<file path="config.mk">
export PLATFORM = sky130hd
export DESIGN_NAME = prog_loader
export DESIGN_NICKNAME = d
export VERILOG_FILES = /design/src/rtl/prog_loader.sv
export SDC_FILE = /design/constraint.sdc
export NUM_CORES = 1
export LEC_CHECK = 0
export CAP_MARGIN = 20
export CORE_MARGIN = 2
export CORE_UTILIZATION = 55
export CTS_BUF_LIST = sky130_fd_sc_hd__clkbuf_4 sky130_fd_sc_hd__clkbuf_8
export DETAILED_ROUTE_END_ITERATION = 7
export HOLD_SLACK_MARGIN = 0.03
export PLACE_DENSITY = 0.82
export SYNTH_ARGS = -nofsm -noshare
export SYNTH_HDL_FRONTEND = slang
export SYNTH_SLANG_ARGS = --single-unit
</file>
<file path="constraint.sdc">
create_clock -name clk -period 2.45 [get_ports clk]
set_clock_uncertainty 0.1 [all_clocks]
set_input_delay 0.3675 -clock clk [delete_from_list [all_inputs] [get_ports clk]]
set_output_delay 0.3675 -clock clk [all_outputs]
set_load 0.01 [all_outputs]
</file>
<file path="src/rtl/prog_loader.sv">
// prog_loader: writer side of the program memory.
// Receives a length header (16 bits, MSB first) followed by 16-bit instruction
// words (high byte first) over a valid/ready byte link. It drives the
// program-memory write port and holds the CPU in reset until the image is
// complete.
// Optional feature macro: PROG_LOADER_CHECKSUM_EN adds a trailing checksum byte
// (running XOR of all data bytes) that must match before the image is accepted.
module prog_loader #(
  parameter int ADDR_W = 5,
  parameter int DEPTH  = 32
) (
  input  logic              clk,
  input  logic              rst_n,
  input  logic              i_start,
  input  logic [7:0]        i_rx_data,
  input  logic              i_rx_valid,
  output logic              o_rx_ready,
  output logic              o_pm_we,
  output logic [ADDR_W-1:0] o_pm_waddr,
  output logic [15:0]       o_pm_wdata,
  output logic [ADDR_W:0]   o_word_cnt,
  output logic              o_busy,
  output logic              o_done,
  output logic              o_err,
  output logic              o_cpu_rst_n
);

  localparam logic [2:0] S_IDLE    = 3'd0;
  localparam logic [2:0] S_LEN_HI  = 3'd1;
  localparam logic [2:0] S_LEN_LO  = 3'd2;
  localparam logic [2:0] S_DATA_HI = 3'd3;
  localparam logic [2:0] S_DATA_LO = 3'd4;
  localparam logic [2:0] S_DONE    = 3'd5;
  localparam logic [2:0] S_ERR     = 3'd6;
`ifdef PROG_LOADER_CHECKSUM_EN
  localparam logic [2:0] S_CHK     = 3'd7;
`endif

  logic [2:0]        r_state;
  logic [7:0]        r_lenHi;
  logic [ADDR_W:0]   r_len;
  logic [7:0]        r_hiByte;
  logic              r_pmWe;
  logic [ADDR_W-1:0] r_pmWaddr;
  logic [15:0]       r_pmWdata;
  logic [ADDR_W:0]   r_wordCnt;
  logic              r_busy;
  logic              r_done;
  logic              r_err;
  logic              r_cpuRstN;
`ifdef PROG_LOADER_CHECKSUM_EN
  logic [7:0]        r_csum;
`endif

  logic              w_rxReady;
  logic              w_xfer;
  logic [15:0]       w_len;
  logic              w_lenBad;
  logic [ADDR_W:0]   w_cntNext;
  logic              w_lastWord;

  // The link is ready purely as a function of state, so a stalled rx_valid
  // can never cause a byte to be dropped or counted twice.
  always_comb begin
    w_rxReady = 1'b0;
    case (r_state)
      S_LEN_HI, S_LEN_LO, S_DATA_HI, S_DATA_LO: w_rxReady = 1'b1;
`ifdef PROG_LOADER_CHECKSUM_EN
      S_CHK:                                    w_rxReady = 1'b1;
`endif
      default:                                  w_rxReady = 1'b0;
    endcase
  end

  assign w_xfer     = i_rx_valid & w_rxReady;
  assign w_len      = {r_lenHi, i_rx_data};
  assign w_lenBad   = (w_len == 16'd0) || (w_len > 16'(DEPTH));
  assign w_cntNext  = r_wordCnt + {{ADDR_W{1'b0}}, 1'b1};
  assign w_lastWord = (w_cntNext == r_len);

  // Main load sequencer: header parse, word assembly, write strobe and status.
  // The length is range-checked before any data is taken, so the word counter
  // is bounded by DEPTH and the write address can never leave the memory.
  always_ff @(posedge clk or negedge rst_n) begin
    if (!rst_n) begin
      r_state   <= S_IDLE;
      r_lenHi   <= 8'd0;
      r_len     <= '0;
      r_hiByte  <= 8'd0;
      r_pmWe    <= 1'b0;
      r_pmWaddr <= '0;
      r_pmWdata <= 16'd0;
      r_wordCnt <= '0;
      r_busy    <= 1'b0;
      r_done    <= 1'b0;
      r_err     <= 1'b0;
      r_cpuRstN <= 1'b0;
`ifdef PROG_LOADER_CHECKSUM_EN
      r_csum    <= 8'd0;
`endif
    end else begin
      r_pmWe <= 1'b0;
      case (r_state)
        S_IDLE, S_DONE, S_ERR: begin
          if (i_start) begin
            r_state   <= S_LEN_HI;
            r_done    <= 1'b0;
            r_err     <= 1'b0;
            r_wordCnt <= '0;
            r_cpuRstN <= 1'b0;
            r_busy    <= 1'b1;
`ifdef PROG_LOADER_CHECKSUM_EN
            r_csum    <= 8'd0;
`endif
          end
        end
        S_LEN_HI: begin
          if (w_xfer) begin
            r_lenHi <= i_rx_data;
            r_state <= S_LEN_LO;
          end
        end
        S_LEN_LO: begin
          if (w_xfer) begin
            if (w_lenBad) begin
              r_state <= S_ERR;
              r_busy  <= 1'b0;
              r_err   <= 1'b1;
            end else begin
              r_len   <= w_len[ADDR_W:0];
              r_state <= S_DATA_HI;
            end
          end
        end
        S_DATA_HI: begin
          if (w_xfer) begin
            r_hiByte <= i_rx_data;
            r_state  <= S_DATA_LO;
`ifdef PROG_LOADER_CHECKSUM_EN
            r_csum   <= r_csum ^ i_rx_data;
`endif
          end
        end
        S_DATA_LO: begin
          if (w_xfer) begin
            r_pmWe    <= 1'b1;
            r_pmWaddr <= r_wordCnt[ADDR_W-1:0];
            r_pmWdata <= {r_hiByte, i_rx_data};
            r_wordCnt <= w_cntNext;
`ifdef PROG_LOADER_CHECKSUM_EN
            r_csum    <= r_csum ^ i_rx_data;
            r_state   <= w_lastWord ? S_CHK : S_DATA_HI;
`else
            if (w_lastWord) begin
              r_state   <= S_DONE;
              r_busy    <= 1'b0;
              r_done    <= 1'b1;
              r_cpuRstN <= 1'b1;
            end else begin
              r_state <= S_DATA_HI;
            end
`endif
          end
        end
`ifdef PROG_LOADER_CHECKSUM_EN
        S_CHK: begin
          if (w_xfer) begin
            r_busy <= 1'b0;
            if (i_rx_data == r_csum) begin
              r_state   <= S_DONE;
              r_done    <= 1'b1;
              r_cpuRstN <= 1'b1;
            end else begin
              r_state <= S_ERR;
              r_err   <= 1'b1;
            end
          end
        end
`endif
        default: r_state <= S_IDLE;
      endcase
    end
  end

  assign o_rx_ready  = w_rxReady;
  assign o_pm_we     = r_pmWe;
  assign o_pm_waddr  = r_pmWaddr;
  assign o_pm_wdata  = r_pmWdata;
  assign o_word_cnt  = r_wordCnt;
  assign o_busy      = r_busy;
  assign o_done      = r_done;
  assign o_err       = r_err;
  assign o_cpu_rst_n = r_cpuRstN;

endmodule
</file>
# After elaboration in Yosys (flattened, before gate mapping)
# Index checks and enable logic that the tools add are counted.
# classes
add_sub_neg,1
n_lt_le_gt_ge,1
eq_ne,14
muxes,27
bitwise_logic,2
n_reduce_logical,17
# ops
op,count
3-bit 2-to-1 mux,7
16-bit by 6-bit > comparator with 1-bit output (second input constant),1
16-bit logical NOT,1
3-bit case mux with 5 select lines,1
2-bit inequality test (second input constant),7
1-bit 2-to-1 mux,13
6-bit 2-to-1 mux,2
6-bit case mux with 2 select lines,1
3-bit == test (second input constant),3
4-bit AND reduction,2
6-bit by 1-bit adder with 6-bit output (second input constant),1
3-bit by 2-bit == test with 1-bit output (second input constant),2
6-bit == test,1
2-bit AND reduction,3
3-bit AND reduction,2
6-bit AND reduction,1
5-bit AND reduction,1
1-bit case mux with 2 select lines,2
2-bit nonzero test,2
4-bit OR reduction,1
3-bit by 1-bit == test with 1-bit output (second input constant),1
3-bit logical NOT,1
1-bit case mux with 3 select lines,1
3-bit nonzero test,1
other kinds (4),4
# word_totals
register_bits,56
elab_cells,73

# Logic depth before layout (Yosys ltp)
# Gate-level depths: netlist of the first run.
# depth
ltp_word,6
ltp_mapped,7
mapped_depth_nobuf,6

# Least setup slack after synthesis of the first run
# Ideal clock, no wire load.
# synth_path
path_type,input to register
startpoint,input port i_rx_data[0]
endpoint,register r_len[0]
setup_time_ns,0.125
arrival_ns,2.015
required_time_ns,2.225
slack_ns,0.210
path_stages,6
path_cell_list,or4_1 > o21a_1 > nor3_2 > and4_4 > buf_8 > mux2_4
# synth_between
elab_chain_cells,4
word_cells_on_any_way,5
cone_classes,order compare (1); bitwise (1); reduce/logical (3)
# synth_rtl
element,line,rtl
from (decl),15,"input logic [7:0] i_rx_data,"
16-bit by 6-bit > comparator with 1-bit output or 16-bit logical NOT (tied branches),77,assign w_lenBad = (w_len == 16'd0) || (w_len > 16'(DEPTH));
1-bit logical OR,77,
1-bit inverter (no source line),n/a,
3-bit AND reduction (no source line),n/a,
to (signal assigned),130,r_len <= w_len[ADDR_W:0];
to (decl),41,logic [ADDR_W:0] r_len;
# Several ways; a longest one is shown, not always the timed one.
# A chain may end at the register's enable or synchronous reset.

# Worst setup path after layout of the first run
# layout_path
startpoint,input port i_rx_data[0]
endpoint,register r_len[2]
# layout_between
elab_chain_cells,4
word_cells_on_any_way,5
cone_classes,order compare (1); bitwise (1); reduce/logical (3)
# layout_rtl
element,line
16-bit by 6-bit > comparator with 1-bit output or 16-bit logical NOT (tied branches),77
1-bit logical OR (*),77
1-bit inverter (no source line) (*),n/a
3-bit AND reduction (no source line) (*),n/a
# Mark *: on every way between the ends. The rest lies on a longest branch, timed or not.

==> results of run 1 <==
[state kept, by name, indices dropped and copies added (netlist names)]
| signal | flops |
|---|---|
| o_word_cnt | 6 |
| r_state | 3 |
| o_pm_waddr | 5 |
| o_pm_wdata | 16 |
| r_hiByte | 8 |
| r_lenHi | 8 |
| r_len | 6 |
| o_busy | 1 |
| o_err | 1 |
| o_cpu_rst_n | 1 |
| o_pm_we | 1 |
[metal layers]
| layer | GRT usage | vias up | share of wire |
|---|---|---|---|
| met3 | 0.0425 | 4 | 0.039 |
| met1 | 0.314 | 1048 | 0.46 |
| li1 | - | 1023 | - |
| met2 | 0.382 | 61 | 0.49 |
| met5 | 0 | - | 0 |
| met4 | 0.0606 | 0 | 0.0050 |
[path summary, 6_finish.rpt]
path	cells after the start	to	slack, ns	start
max in group asynchronous	3	o_pm_wdata[0]	1.31	rst_n
worst min register to register	2	o_pm_wdata[9]	0.37	r_hiByte[1]
min in group clk	2	o_pm_wdata[9]	0.37	r_hiByte[1]
worst max-delay path	6	r_len[2]	0.04	i_rx_data[0]
worst min-delay path	2	o_err	0.36	rst_n
worst max register to register	7	r_state[1]	0.44	o_word_cnt[1]
[logic make-up (layout without fill, tap and decap cells)]
kind of cell,after synthesis,after routing,synth area share
simple gates,116,116,0.199
flops,56,56,0.526
compound gates,38,38,0.0945
mux,24,24,0.109
buf+inv,21,79,0.0362
xor+xnor,9,9,0.0296
fa+ha+maj,1,1,0.00470
[cell usage in the layout, fill, tap and decap left out, types with 3 or more instances in the layout]
cell type        count
o31ai_1              4
nor4_1               4
nand2b_1             3
xor2_1               6
a31oi_1              3
mux2_2              17
nand2_1             71
a21oi_1              4
clkdlybuf4s50_1     43
mux2_4               6
clkbuf_8             5
buf_4               20
nand3_1              7
xnor2_1              3
o21ai_0             13
nor2_1              14
dfrtp_1             56
inv_1                4
[layout make-up]
class / count / area [µm²]
Fill cell: 353 / 1330
Clock buffer: 5 / 68.8
Sequential cell: 56 / 1400
Tap cell: 54 / 67.6
Clock inverter: 3 / 21.3
Timing Repair Buffer: 66 / 616
Multi-Input combinational cell: 188 / 1170
Inverter: 5 / 18.8
[power by group]
| group | switching (mW) | total [mW] | internal (mW) |
|---|---|---|---|
| logic | 0.575 | 1.27 | 0.691 |
| registers | 0.231 | 1.47 | 1.23 |
| clock network | 0.299 | 0.502 | 0.203 |
[stage by stage]
step / setup WS, ns / total power [mW] / utilization / instances
final: 0.0449 / 3.23 / 0.717 / 377
after floorplan: 0.210 / 2.15 / - / 265
after detailed placement: -0.284 / 2.75 / 0.694 / 368
after CTS: 0.0367 / 3.25 / 0.716 / 377
after global placement: -0.209 / 2.69 / 0.694 / 368
after global routing: 0.0105 / 3.46 / 0.717 / 377
[critical path, delay by kind of cell]
family	cells	cell delay, ns
AO/OA/AOI/OAI	1	0.21
buffers and inverters	1	0.47
multiplexers	1	0.31
AND/OR/NAND/NOR	3	1.14
[repair_timing]
| action | in CTS | in global routing |
|---|---|---|
| hold buffers | 1 | 0 |
| gates resized for setup | 0 | 1 |
| endpoints found under the setup margin | 0 | 7 |
| hold endpoints to repair | 10 | 0 |
==> out/qor.yml, run 1 <==
layout:
  fin_nets: 335
  antennaDiodeCount: 0
  final_cell_area_um2: 3360
  synthToLayoutAreaGrowth_pct: 26.3
  drive_gt1_frac: 0.180
yosys:
  synthFlopType: "dfrtp_1"
  netlist.area_leader.share: 0.526
  synth_cells: 265
  synth_edf_count: 0
  syn_area_um2: 2660
  synth_nets: 278
  ys_types: 48
  synth_most_common_cell: "nand2_1"
  async_flop_share: 1.00
  ys_top_cells_by_area: "dfrtp_1, nand2_1, mux2_2"
  yosys_warnings: 0
  netlist.top_cell.by_area: "dfrtp_1"
  synth.avg_cell_area_um2: 10.0
  ys_top_cells_by_count: "nand2_1, dfrtp_1, mux2_2"
  ys_seq_elements: 56
  seq_area_frac_synth: 0.526
detailed_routing:
  drt_iter0_drc: 102
  drt-total-wl_mm: 5.75
  ant_nets: 0
  wire_per_inst_um: 15.2
  viasPerCell: 5.67
  num_vias: 2136
  drtPass1Iterations: 4
  drc: 0
clock_tree:
  cts_max_path_buffers: 2
  post_cts_buffers: 0
  h-tree-depth: 2
  ctsRootBufferMaster: "clkbuf_8"
  clk_latency_ns: 0.30
  numCtsBuffers: 5
  cts.clk_slew.worst_paths_ns: 0.10
  cts_tree: "built"
  cts_sinks: 56
placement:
  hpwl_mm: 4.23
  portBuffers: 44
  routabilityCongestion: 0.843
  placed_cell_area_um2: 3260
global_routing:
  grtUsageTotal: 0.231
  grt_pass1_wl_mm: 9.56
  gr-total-overflow: 0
  antenna_found_initial: 0
  grt_start_max_net_pins: 29
  grt_pass1_vias: 2054
timing:
  setup_tns_ns: 0
  fin_crit_ns: 2.41
  hold_slack_ns: 0.364
  fmax_ghz: 0.416
  report.final.slew_viol_count: 0
  hold_viol: 0
  period_share: 0.982
  max_slew.worst_pin.slew_ns: 0.577
  final-setup-viol-count: 0
  relSlewSlack: 0.615
  rsz0062_at_grt: "false"
setup_path:
  worstPathRequired_ns: 2.55
  cp.arrival_ns: 2.50
  cp_cell_sequence: "clkdlybuf4s50_1 > or4_4 > o21a_1 > nor3_2 > and4_4 > mux2_4"
  critical_path_class: "input pin to register"
  cp_slowest_cell: "or4_4"
  slowest_delay_ns: 0.58
  critPathLaunchType: "input pin"
  cp-end-kind: "register"
  cp_max_fo: 6
die:
  die_w_um: 73.6
  initial_core_util: 0.567
  num_io_pins: 45
  rows: 25
  die_y_um: 73.6
  die_area_um2: 5410
  core-area_um2: 4690
flow_run:
  max_cap_viol_count: 0
outcome:
  status: "completed"
power:
  ir_drop_mv: 0.524
  p_leak_nw: 1.57
  p_per_area_nw_per_um2: 962
worst_hold_path:
  worstHoldPathType: "input pin to async pin"
(Power assumes the default switching activity.)
==> inputs of run 2 (changes only) <==
- CORE_MARGIN: 2 -> default
- TNS_END_PERCENT: default -> 5
==> run 2 against run 1 <==
  * Global-route usage is 3.0 points higher
  * Sequential share of layout area is 0.43 points lower
  * Worst hold slack better by 0.0097 ns
  * Largest cell class unchanged
  * Highest routed layer unchanged
  * Combinational power hardly changed
  * Cell count is 0.27% higher
  * Clock power is 26% higher
  * Sequential power hardly changed
==> out/qor.yml, run 2 (synthesis gave the netlist of run 1 again) <==
setup_path:
  cp.arrival_ns: 2.48
  critPathLaunchType: "input pin"
  cp-end-kind: "register"
  cp_max_fo: 6
  critical_path_class: "input pin to register"
  worstPathRequired_ns: 2.55
  r2r_slack_ns: 0.37
timing:
  relSlewSlack: 0.567
  final-setup-viol-count: 0
  rsz0062_at_grt: "false"
  period_share: 0.969
  fmax_ghz: 0.421
  layout_setup_ws_ns: 0.0755
  hold_slack_ns: 0.374
  report.final.slew_viol_count: 0
  hold_viol: 0
  fin_crit_ns: 2.37
  max_slew.worst_pin.slew_ns: 0.649
global_routing:
  grt_pass1_vias: 2053
  gr-total-overflow: 0
  grt_start_max_net_pins: 30
  grtUsageTotal: 0.261
  grt_pass1_wl_mm: 10.1
  antenna_found_initial: 0
placement:
  routabilityCongestion: 0.886
  hpwl_mm: 4.38
  portBuffers: 44
  place_ws_ns: -0.241
die:
  rows: 24
  core-area_um2: 4500
  die_w_um: 71.6
  die_area_um2: 5120
  initial_core_util: 0.591
  num_io_pins: 45
  die_y_um: 71.6
detailed_routing:
  wire_per_inst_um: 16.1
  drtPass1Iterations: 4
  ant_nets: 0
  drc: 0
  viasPerCell: 5.72
  num_vias: 2163
  drt_iter0_drc: 136
  drt-total-wl_mm: 6.09
clock_tree:
  h-tree-depth: 2
  cts_tree: "built"
  clk_latency_ns: 0.31
  ctsRootBufferMaster: "clkbuf_8"
  cts_sinks: 56
  numCtsBuffers: 5
  cts.clk_slew.worst_paths_ns: 0.10
  cts_max_path_buffers: 2
layout:
  largest_reg_flops: 16
  synthToLayoutAreaGrowth_pct: 27.6
  final_cell_mix: "nand2_1, dfrtp_1, clkdlybuf4s50_1"
  drive_gt1_frac: 0.184
  fin_nets: 338
  fin_util: 0.754
  nFillCells: 306
  antennaDiodeCount: 0
  layout_commonest_cell: "nand2_1"
power:
  ir_drop_mv: 0.572
  p_leak_nw: 1.59
  finalPower_mw: 3.41
  p_per_area_nw_per_um2: 1000
flow_run:
  max_cap_viol_count: 0
outcome:
  status: "completed"
worst_hold_path:
  worstHoldPathType: "register to register"
[run 2: changes by cell type in the layout (fill, tap and decap cells not counted), sizes merged]
cell,before,now
clkinvlp,1,0
clkbuf,5,6
buf,22,25
bufinv,0,1
inv,5,4
[run 2: final timing paths]
check | start | end | cells past startpoint
max | i_rx_data[3] | r_len[5] | 6
max reg2reg | o_word_cnt[1] | r_state[1] | 7
min | r_hiByte[0] | o_pm_wdata[8] | 2
min in group asynchronous | rst_n | o_pm_wdata[13] | 2
max in group asynchronous | rst_n | r_lenHi[3] | 3
min reg2reg | r_hiByte[0] | o_pm_wdata[8] | 2
[run 2: metal layers]
metal | part of all wire | vias to the layer above | track usage | wire length (µm)
met4 | 0.017 | 0 | 0.0828 | 102
met5 | 0 | - | 0 | 0
met1 | 0.43 | 1061 | 0.335 | 2650
met2 | 0.51 | 64 | 0.453 | 3080
li1 | - | 1027 | - | -
met3 | 0.043 | 11 | 0.0478 | 259
[run 2: final cells by class]
cell class,instances,area (µm²),share of cell area
clock buffers,6,82.6,0.0243
clock inverters,2,38.8,0.0114
inverters,5,18.8,0.00552
multi-input cells,188,1160,0.343
flip-flops and latches,56,1400,0.413
well taps,52,65.1,0.0192
repair buffers,69,626,0.184
[run 2: per-stage QoR]
step / TNS [ns] / instances / cell area, µm²
3_3_place_gp: -1.27 / 369 / 3270
6_report: 0 / 378 / 3400
5_1_grt: 0 / 378 / 3400
3_5_place_dp: -1.76 / 369 / 3270
4_1_cts: 0 / 378 / 3400
2_1_floorplan: 0 / 265 / 2660
[run 2: report_power, final]
part / leakage [nW] / switching (mW) / internal (mW)
combinational: 0.808 / 0.596 / 0.702
clock: 0.0614 / 0.300 / 0.335
sequential: 0.725 / 0.238 / 1.23
[run 2: critical path, cell delays in order]
cell and delay, ns:
clkdlybuf4s50_1 0.50, or4_1 0.55, o21a_1 0.21, nor3_2 0.21, and4_4 0.33, mux2_4 0.31
[run 2: what timing repair did]
item	in CTS	in global routing
hold buffers	1	0
endpoints found under the setup margin	0	0
resized for setup	0	0
buffers inserted	0	0
endpoints found under the hold margin	27	0
==> inputs of run 3 (changes only) <==
- CORE_MARGIN: default -> 2
- CORE_UTILIZATION: 55 -> 53
- CTS_BUF_LIST: sky130_fd_sc_hd__clkbuf_4 sky130_fd_sc_hd__clkbuf_8 -> default
- PLACE_DENSITY: 0.82 -> 0.8
==> run 3 against run 2 <==
  * Final area about the same
  * Combinational power about the same
  * Critical path depth unchanged
  * Routed wire length decreased by 4.5%
  * Non-clock buffer count decreased by 2
  * Cell count increased by 2.9%
  * Sequential power about the same
  * Critical path type unchanged
  * Critical endpoint is now r_len[0]
==> out/qor.yml, run 3 (synthesis gave the netlist of run 1 again) <==
outcome:
  status: "completed"
layout:
  drive_gt1_frac: 0.177
  largest_reg_flops: 16
  synthToLayoutAreaGrowth_pct: 27.7
  layout_commonest_cell: "nand2_1"
  antennaDiodeCount: 0
  fin_nets: 336
  final_cell_mix: "nand2_1, dfrtp_1, clkdlybuf4s50_1"
  fin_util: 0.710
timing:
  report.final.slew_viol_count: 0
  layout_setup_ws_ns: 0.0975
  hold_slack_ns: 0.288
  rsz0062_at_grt: "false"
  max_slew.worst_pin.slew_ns: 0.493
  fmax_ghz: 0.425
  final-setup-viol-count: 0
  period_share: 0.960
  hold_viol: 0
  relSlewSlack: 0.670
  setup_tns_ns: 0
  fin_crit_ns: 2.35
worst_hold_path:
  whs_path_depth: 3
  worstHoldPathType: "input pin to register"
  whs_endpoint: "o_pm_wdata[3]"
  hp-start: "i_rx_data[3]"
setup_path:
  reg2reg_depth: 7
  r2r_start: "o_word_cnt[1]"
  r2r_slack_ns: 0.36
  cp_max_fo: 6
  worstPathRequired_ns: 2.54
  r2r_end: "r_state[1]"
  cp_cell_sequence: "clkdlybuf4s50_1 > or4_1 > o21a_1 > nor3_2 > and4_4 > mux2_4"
  cp-end-kind: "register"
  crit_family: "simple AND/OR/NAND/NOR gates"
  crit_start: "i_rx_data[0]"
  critical_path_class: "input pin to register"
  slowest_delay_ns: 0.56
  cp_slowest_cell: "or4_1"
  crit_buf_inv: 1
  cp.arrival_ns: 2.44
  critPathLaunchType: "input pin"
global_routing:
  grtUsageTotal: 0.221
  gr-total-overflow: 0
  grt_pass1_wl_mm: 9.49
  grt_start_max_net_pins: 57
  grt_pass1_vias: 2016
  antenna_found_initial: 0
clock_tree:
  cts.clk_slew.worst_paths_ns: 0.09
  cts_max_path_buffers: 2
  clk_latency_ns: 0.30
  ctsRootBufferMaster: "clkbuf_8"
  numCtsBuffers: 5
  h-tree-depth: 2
  cts_sinks: 56
  cts_tree: "built"
die:
  rows: 25
  core-area_um2: 4790
  die_w_um: 74.9
  num_io_pins: 45
  initial_core_util: 0.556
  die_area_um2: 5610
  die_y_um: 74.9
placement:
  routabilityCongestion: 0.837
  portBuffers: 44
  hpwl_mm: 4.20
  place_ws_ns: -0.258
detailed_routing:
  drtPass1Iterations: 4
  ant_nets: 0
  wire_per_inst_um: 15.0
  num_vias: 2133
  viasPerCell: 5.48
  drt_iter0_drc: 93
  drc: 0
  drt-total-wl_mm: 5.82
power:
  p_per_area_nw_per_um2: 977
  ir_drop_mv: 0.568
  p_leak_nw: 1.59
flow_run:
  max_cap_viol_count: 0
-- run 3: cell count changes in the layout (fill, tap and decap cells not counted), sizes merged --
cell / before / now
clkinv: 2 / 1
clkdlybuf4s50: 43 / 42
clkbuf: 6 / 5
buf: 25 / 23
dlymetal6s2s: 0 / 1
-- run 3: worst reg2reg max path: cells and delay by family, from the launching register on --
kind / cells / cell delay (ns)
AND/OR/NAND/NOR: 1 / 0.45
flip-flops: 1 / 0.43
AO/OA/AOI/OAI: 4 / 0.62
buffers and inverters: 1 / 0.17
adder cells (fa/ha/maj): 1 / 0.20
-- run 3: routing by layer --
metal / up-vias / GRT usage / routed length (µm)
met5: - / 0 / 0
met4: 0 / 0.0556 / 31
met3: 5 / 0.0321 / 214
met2: 54 / 0.388 / 3020
met1: 1052 / 0.290 / 2550
li1: 1022 / - / -
-- run 3: stage by stage --
step	cells	total power [mW]	instance area [µm²]
2_1_floorplan	265	2.15	2660
3_3_place_gp	382	2.72	3280
3_5_place_dp	382	2.77	3280
5_1_grt	389	3.55	3400
6_report	389	3.32	3400
4_1_cts	389	3.35	3390
-- run 3: layout make-up --
cell class,count,area (µm²)
tap,67,83.8
sequential,56,1400
clock buffer,5,68.8
multi-input combinational,188,1170
clock inverter,1,30.0
timing repair buffer,67,626
fill,378,1390
inverter,5,18.8
-- run 3: worst max-delay path by stage --
stage / end / slack, ns / cells past startpoint
after floorplan: r_len[0] / 0.21 / 6
after global placement: r_len[2] / -0.21 / 6
after detailed placement: r_len[0] / -0.26 / 6
after CTS: r_len[3] / 0.06 / 6
after global routing: r_len[4] / 0.04 / 6
final: r_len[0] / 0.1 / 6
-- run 3: what timing repair did --
action,in CTS,in global routing
hold buffers,1,0
gates resized for setup,0,2
setup endpoints to repair,0,4
endpoints found under the hold margin,56,0
buffers inserted,0,0
-- run 3: power breakdown --
group          switching, mW  internal (mW)
Clock                  0.272          0.294
Combinational          0.597          0.704
Sequential             0.218           1.24
Total                   1.09           2.23
